## src/rtl/mips_muldiv_unit.sv

```systemverilog
// mips_muldiv_unit
//   Iterative unsigned multiply/divide unit for a MIPS-style pipeline.
//   Multiply is radix-2 shift-add and divide is restoring division; both
//   retire one bit per RUN cycle, so a result takes WIDTH cycles after the
//   accept edge.  A divide by zero takes a single RUN cycle.
//
// Ports
//   clk          system clock, rising edge
//   rst_n        asynchronous active-low reset
//   in_valid     request valid
//   in_ready     unit idle and able to accept a request
//   op           00 MUL (low), 01 MULHU (high), 10 DIVU (quotient), 11 REMU (remainder)
//   a, b         operands (multiplicand/dividend, multiplier/divisor)
//   flush        synchronous abort of any in-flight operation
//   out_valid    result valid
//   out_ready    consumer accepts the result
//   result       selected result, zero while out_valid is low
//   div_by_zero  DIVU/REMU with b == 0, zero while out_valid is low
//   busy         unit is in RUN or DONE (pipeline stall)
module mips_muldiv_unit #(
    parameter int WIDTH = 32
) (
    input  logic             clk,
    input  logic             rst_n,
    input  logic             in_valid,
    output logic             in_ready,
    input  logic [1:0]       op,
    input  logic [WIDTH-1:0] a,
    input  logic [WIDTH-1:0] b,
    input  logic             flush,
    output logic             out_valid,
    input  logic             out_ready,
    output logic [WIDTH-1:0] result,
    output logic             div_by_zero,
    output logic             busy
);

    localparam int CNT_W = $clog2(WIDTH) + 1;
    localparam logic [CNT_W-1:0] LAST_ITER = CNT_W'(WIDTH - 1);

    typedef enum logic [1:0] {
        IDLE = 2'd0,
        RUN  = 2'd1,
        DONE = 2'd2
    } state_t;

    state_t           state_q;
    state_t           state_d;
    logic [CNT_W-1:0] cnt_q;
    logic [1:0]       op_q;
    logic [WIDTH-1:0] a_q;
    logic [WIDTH-1:0] b_q;
    // hi_q:lo_q is the shared 2*WIDTH accumulator.  Multiply: product, with
    // the not-yet-consumed multiplier bits in lo_q.  Divide: partial
    // remainder in hi_q, dividend bits shifting out / quotient bits
    // shifting into lo_q.
    logic [WIDTH-1:0] hi_q;
    logic [WIDTH-1:0] lo_q;
    logic             dbz_q;

    logic             accept;
    logic             last_iter;
    logic             dz_now;
    logic [2*WIDTH-1:0] mul_next;
    logic [2*WIDTH-1:0] div_next;

    // One shift-add step: add the multiplicand to the high half when the
    // current multiplier bit is set, then shift the whole accumulator right
    // (the add carry becomes the new top bit).
    function automatic logic [2*WIDTH-1:0] mul_step(
        input logic [WIDTH-1:0] hi,
        input logic [WIDTH-1:0] lo,
        input logic [WIDTH-1:0] mcand
    );
        logic [WIDTH:0] sum;
        sum = {1'b0, hi} + (lo[0] ? {1'b0, mcand} : {(WIDTH+1){1'b0}});
        return {sum, lo[WIDTH-1:1]};
    endfunction

    // One restoring-division step.  The partial remainder is always below
    // the divisor, so the shifted value is below twice the divisor and the
    // difference (when non-negative) fits in WIDTH bits.
    function automatic logic [2*WIDTH-1:0] div_step(
        input logic [WIDTH-1:0] hi,
        input logic [WIDTH-1:0] lo,
        input logic [WIDTH-1:0] dvsr
    );
        logic [WIDTH:0]   shifted;
        logic [WIDTH-1:0] diff;
        shifted = {hi, lo[WIDTH-1]};
        diff    = WIDTH'(shifted - {1'b0, dvsr});
        if (shifted >= {1'b0, dvsr}) begin
            return {diff, lo[WIDTH-2:0], 1'b1};
        end
        return {shifted[WIDTH-1:0], lo[WIDTH-2:0], 1'b0};
    endfunction

    assign accept    = (state_q == IDLE) && in_valid && !flush;
    assign last_iter = (cnt_q == LAST_ITER);
    assign dz_now    = op_q[1] && (b_q == '0);
    assign mul_next  = mul_step(hi_q, lo_q, a_q);
    assign div_next  = div_step(hi_q, lo_q, b_q);

    always_ff @(posedge clk or negedge rst_n) begin
        if (!rst_n) begin
            state_q <= IDLE;
        end else begin
            state_q <= state_d;
        end
    end

    always_comb begin
        state_d = state_q;
        if (flush) begin
            state_d = IDLE;
        end else begin
            case (state_q)
                IDLE:    if (in_valid) state_d = RUN;
                RUN:     if (dz_now || last_iter) state_d = DONE;
                DONE:    if (out_ready) state_d = IDLE;
                default: state_d = IDLE;
            endcase
        end
    end

    always_ff @(posedge clk or negedge rst_n) begin
        if (!rst_n) begin
            cnt_q <= '0;
            op_q  <= '0;
            a_q   <= '0;
            b_q   <= '0;
            hi_q  <= '0;
            lo_q  <= '0;
            dbz_q <= 1'b0;
        end else if (flush) begin
            cnt_q <= '0;
            op_q  <= '0;
            a_q   <= '0;
            b_q   <= '0;
            hi_q  <= '0;
            lo_q  <= '0;
            dbz_q <= 1'b0;
        end else begin
            case (state_q)
                IDLE: begin
                    if (accept) begin
                        cnt_q <= '0;
                        op_q  <= op;
                        a_q   <= a;
                        b_q   <= b;
                        hi_q  <= '0;
                        // Divide shifts the dividend out of lo; multiply
                        // shifts the multiplier out of lo.
                        lo_q  <= op[1] ? a : b;
                        dbz_q <= 1'b0;
                    end
                end
                RUN: begin
                    cnt_q <= cnt_q + 1'b1;
                    if (dz_now) begin
                        // lo still holds the untouched dividend here.
                        hi_q  <= lo_q;
                        lo_q  <= '1;
                        dbz_q <= 1'b1;
                    end else if (op_q[1]) begin
                        {hi_q, lo_q} <= div_next;
                    end else begin
                        {hi_q, lo_q} <= mul_next;
                    end
                end
                default: begin
                end
            endcase
        end
    end

    assign in_ready    = (state_q == IDLE);
    assign out_valid   = (state_q == DONE);
    assign busy        = (state_q != IDLE);
    // MUL/DIVU read the low half, MULHU/REMU the high half.
    assign result      = out_valid ? (op_q[0] ? hi_q : lo_q) : '0;
    assign div_by_zero = out_valid & dbz_q;

endmodule
```

## config.mk

```make
export PLATFORM = sky130hd
export DESIGN_NAME = mips_muldiv_unit
export DESIGN_NICKNAME = d
export VERILOG_FILES = /design/src/rtl/mips_muldiv_unit.sv
export SDC_FILE = /design/constraint.sdc
export NUM_CORES = 1
export LEC_CHECK = 0
export BUFFER_PORTS_ARGS = -buffer_cell sky130_fd_sc_hd__buf_2
export CORE_UTILIZATION = 42
export DETAILED_ROUTE_END_ITERATION = 8
export HOLD_SLACK_MARGIN = 0.08
export SLEW_MARGIN = 0
export SYNTH_ARGS = -nofsm -noshare
export SYNTH_HDL_FRONTEND = slang
export SYNTH_SLANG_ARGS = --single-unit
```

## constraint.sdc

```tcl
create_clock -name clk -period 9.47 [get_ports clk]
set_input_delay 1.894 -clock clk [delete_from_list [all_inputs] [get_ports clk]]
set_output_delay 1.894 -clock clk [all_outputs]
set_load 0.01 [all_outputs]
```

==> flow_summary_export.csv <==
group,metric,value,unit
timing,finalSetupViolations,0,
timing,slew_headroom,22.9,%
placement,gp_congestion,0.949,
detailed_routing,avgViaCountPerCell,6.04,
clock_tree,cts_tree,"built",
logic_synthesis,ys_seq_elements,139,
clock_tree,cts_hold_buffers,0,
clock_tree,clkTransAtPathRegs,0.07,ns
detailed_routing,num_vias,10600,
logic_synthesis,synth_edf_count,0,
power,p_leak,6.01,nW
grt,grt_usage,27.7,%
detailed_routing,ant_nets,0,
critical_path,crit_chain,"buf_2, buf_4, nor2_1, nand2_4, nor2_1, nand4_1, o41ai_2, a211o_1",
detailed_routing,dr.pass1.iters,9,
logic_synthesis,ys_types,76,
critical_path,cp_max_fo,76,
grt,use_met2,40.5,%
logic_synthesis,syn_avg_cell_area,8.25,µm²
detailed_routing,wl_per_cell,21.8,µm
critical_path,critPathKind,"input port to flop",
timing,fmax,231,MHz
cells_and_area,nets,1551,
cells_and_area,fin_area,12500,µm²
clock_tree,clock_sinks,139,
logic_synthesis,synth_area,11300,µm²
cells_and_area,drive_gt1_share,12.9,%
clock_tree,root_buffer,"clkbuf_16",
die,dieArea,27500,µm²
clock_tree,cts_buffer_depth,2,
timing,rsz0062_at_grt,"no",
critical_path,end_kind,"flop",
critical_path,slowest_stage,"nor2_1",
placement,dp_hpwl,27.9,mm
detailed_routing,drc,6,
die,core-area,26200,µm²
logic_synthesis,syn-num-nets,1506,
detailed_routing,routed_wirelength,38.5,mm
outcome,status,"finished, violations left",
logic_synthesis,async_flop_share,100,%
timing,hold_violations,0,
power,power.density,167,nW/µm²
timing,finalMaxSlewViolations,0,
die,fp-row-count,59,
grt,grt_pass1_vias,10200,
timing,setup_tns,0,ns
clock_tree,htree_levels,4,
timing,fin_crit,4.33,ns
timing,post-route-period-util,45.8,%
clock_tree,cts_resized,0,
outcome,violations,"DRC",
logic_synthesis,dominantRegCellSynth,"dfrtp_1",
power,p_total,2.09,mW
grt,antenna_found_initial,1,
logic_synthesis,syn_inst,1368,
critical_path,r2r_setup_slack,5.16,ns
hold_path,hp-class,"flop to flop",
die,io_pins,107,
grt,grt_overflow,0,
timing,tightest_slew,1.16,ns
grt,grt_max_degree,81,
critical_path,crit_family,"simple AND/OR/NAND/NOR gates",
critical_path,arrival,4.70,ns
logic_synthesis,ys_seq_area_share,30.8,%
grt,use_met3,4.27,%
critical_path,start_kind,"input port",
die,die_x,166,µm
grt,met1_usage,42.1,%
cells_and_area,diodes,0,
grt,grt_pass1_wl,58.9,mm
critical_path,crit_top_cell,"nor2_1",
die,initial_core_util,43.1,%
clock_tree,numCtsBuffers,17,
placement,dpl-instance-area,12000,µm²
critical_path,critPathMaxStageDelay,0.96,ns
critical_path,critPathBufInv,2,
grt,busiest_layer,"met1",
clock_tree,post-cts-setup-buffers,0,
flow_run,max_cap_violations,0,
logic_synthesis,ys.warnings.count,0,
die,fp.dieH,166,µm
power,ir_drop,0.122,mV
detailed_routing,dr.first_iter.drc_count,1027,
clock_tree,worstSkewPairLatency,0.43,ns
timing,fin_skew,0.0137,ns
placement,port_buffers,106,
cells_and_area,area_growth,11.1,%
critical_path,cp_data_required_time,9.84,ns
cell usage after synthesis, types with 4 or more instances:
cell type	count	share of area (%)
a211oi_1	11	0.73
a21o_1	59	3.9
a21oi_1	138	6.1
a221oi_1	33	2.6
a222oi_1	8	0.71
a22oi_1	11	0.73
a31oi_1	6	0.33
and2_1	39	2.2
and3_1	9	0.50
buf_2	11	0.49
buf_6	4	0.40
clkbuf_1	72	2.4
dfrtp_1	139	31
ha_1	65	7.2
inv_1	47	1.6
mux2i_1	109	9.7
nand2_1	211	7.0
nand2b_1	7	0.39
nand3_1	24	1.1
nand4_1	11	0.61
nor2_1	93	3.1
nor2b_1	12	0.67
nor3_1	8	0.35
nor4_1	10	0.55
o211ai_1	9	0.60
o211ai_2	4	0.44
o21a_1	8	0.53
o21ai_0	62	2.8
o21ai_1	16	0.71
o21bai_1	5	0.33
o31ai_1	4	0.27
xnor2_1	31	2.4
xor2_1	29	2.3
through the flow:
step / setup WS [ns] / std cells / util, % / hold WS [ns]
final: 5.14 / 1761 / 47.8 / 0.516
after CTS: 5.20 / 1761 / 47.8 / 0.518
after floorplan: 6.12 / 1368 / - / 0.470
after global routing: 4.98 / 1761 / 47.8 / 0.544
after global placement: 4.88 / 1729 / 45.6 / 0.505
after detailed placement: 4.75 / 1729 / 45.6 / 0.510
per-layer routing:
layer | vias to the layer above | share of wire [%]
li1 | 4999 | -
met1 | 5213 | 49
met2 | 385 | 43
met3 | 34 | 6.5
met4 | 0 | 1.5
met5 | - | 0
logic make-up after synthesis:
kind of cell / after synthesis / share of synthesized area [%]
XOR/XNOR: 60 / 4.66
adder cells (fa/ha/maj): 67 / 7.56
flip-flops: 139 / 30.8
buffers and inverters: 138 / 5.01
multiplexers: 109 / 9.67
AO/OA/AOI/OAI: 413 / 24.4
AND/OR/NAND/NOR: 442 / 17.8
worst reg2reg max path, delay by kind of cell (launching register included):
family | cells | cell delay, ns
AO/OA/AOI/OAI | 8 | 1.76
flip-flops | 1 | 1.11
buffers and inverters | 1 | 0.06
adder cells (fa/ha/maj) | 2 | 0.60
AND/OR/NAND/NOR | 3 | 0.67
sequential cells by signal, indices dropped and copies added (netlist names):
signal / cells
op_q: 2
a_q: 32
dbz_q: 1
lo_q: 32
state_q: 2
hi_q: 32
cnt_q: 6
b_q: 32
area by class of cell:
type | instances | area (µm²)
repair buffers | 117 | 619
clock inverters | 15 | 150
multi-input cells | 1091 | 7260
flip-flops and latches | 139 | 3480
fillers | 2624 | 13700
well taps | 335 | 419
clock buffers | 17 | 425
inverters | 47 | 176
report_power, final:
group | internal [mW] | leakage, nW | total [mW] | switching (mW)
clock network | 0.372 | 0.282 | 0.670 | 0.298
registers | 0.647 | 1.88 | 0.755 | 0.108
logic | 0.248 | 3.84 | 0.668 | 0.420
worst paths after layout:
kind | startpoint | endpoint | depth (start not counted)
worst min-delay path | a_q[12]$_DFFE_PN0P_ | a_q[12]$_DFFE_PN0P_ | 2
worst min register to register | a_q[12]$_DFFE_PN0P_ | a_q[12]$_DFFE_PN0P_ | 2
worst max-delay path | flush | hi_q[29]$_DFFE_PN0P_ | 8
min in group asynchronous | rst_n | hi_q[29]$_DFFE_PN0P_ | 1
max in group asynchronous | rst_n | b_q[12]$_DFFE_PN0P_ | 2
worst max register to register | lo_q[0]$_DFFE_PN0P_ | hi_q[29]$_DFFE_PN0P_ | 14
layout by cell type, fill, tap and decap left out, types with 8 or more instances in the layout:
master and instances:
nand2_1 210, a211oi_1 11, o211ai_1 9, ha_1 65, inv_1 47, a22oi_1 11, a21oi_1 138, a222oi_1 8
xor2_1 29, nor4_1 9, nand4_1 11, and3_1 9, buf_2 105, clkbuf_16 17, and2_1 38, o21a_1 8
nand3_1 24, mux2i_1 109, o21ai_0 62, nor2_1 92, dfrtp_1 137, nor2b_1 12, a221oi_1 33, buf_4 11
o21ai_1 16, xnor2_1 31, a21o_1 58
Note: power is estimated with default switching activity, not from simulation.
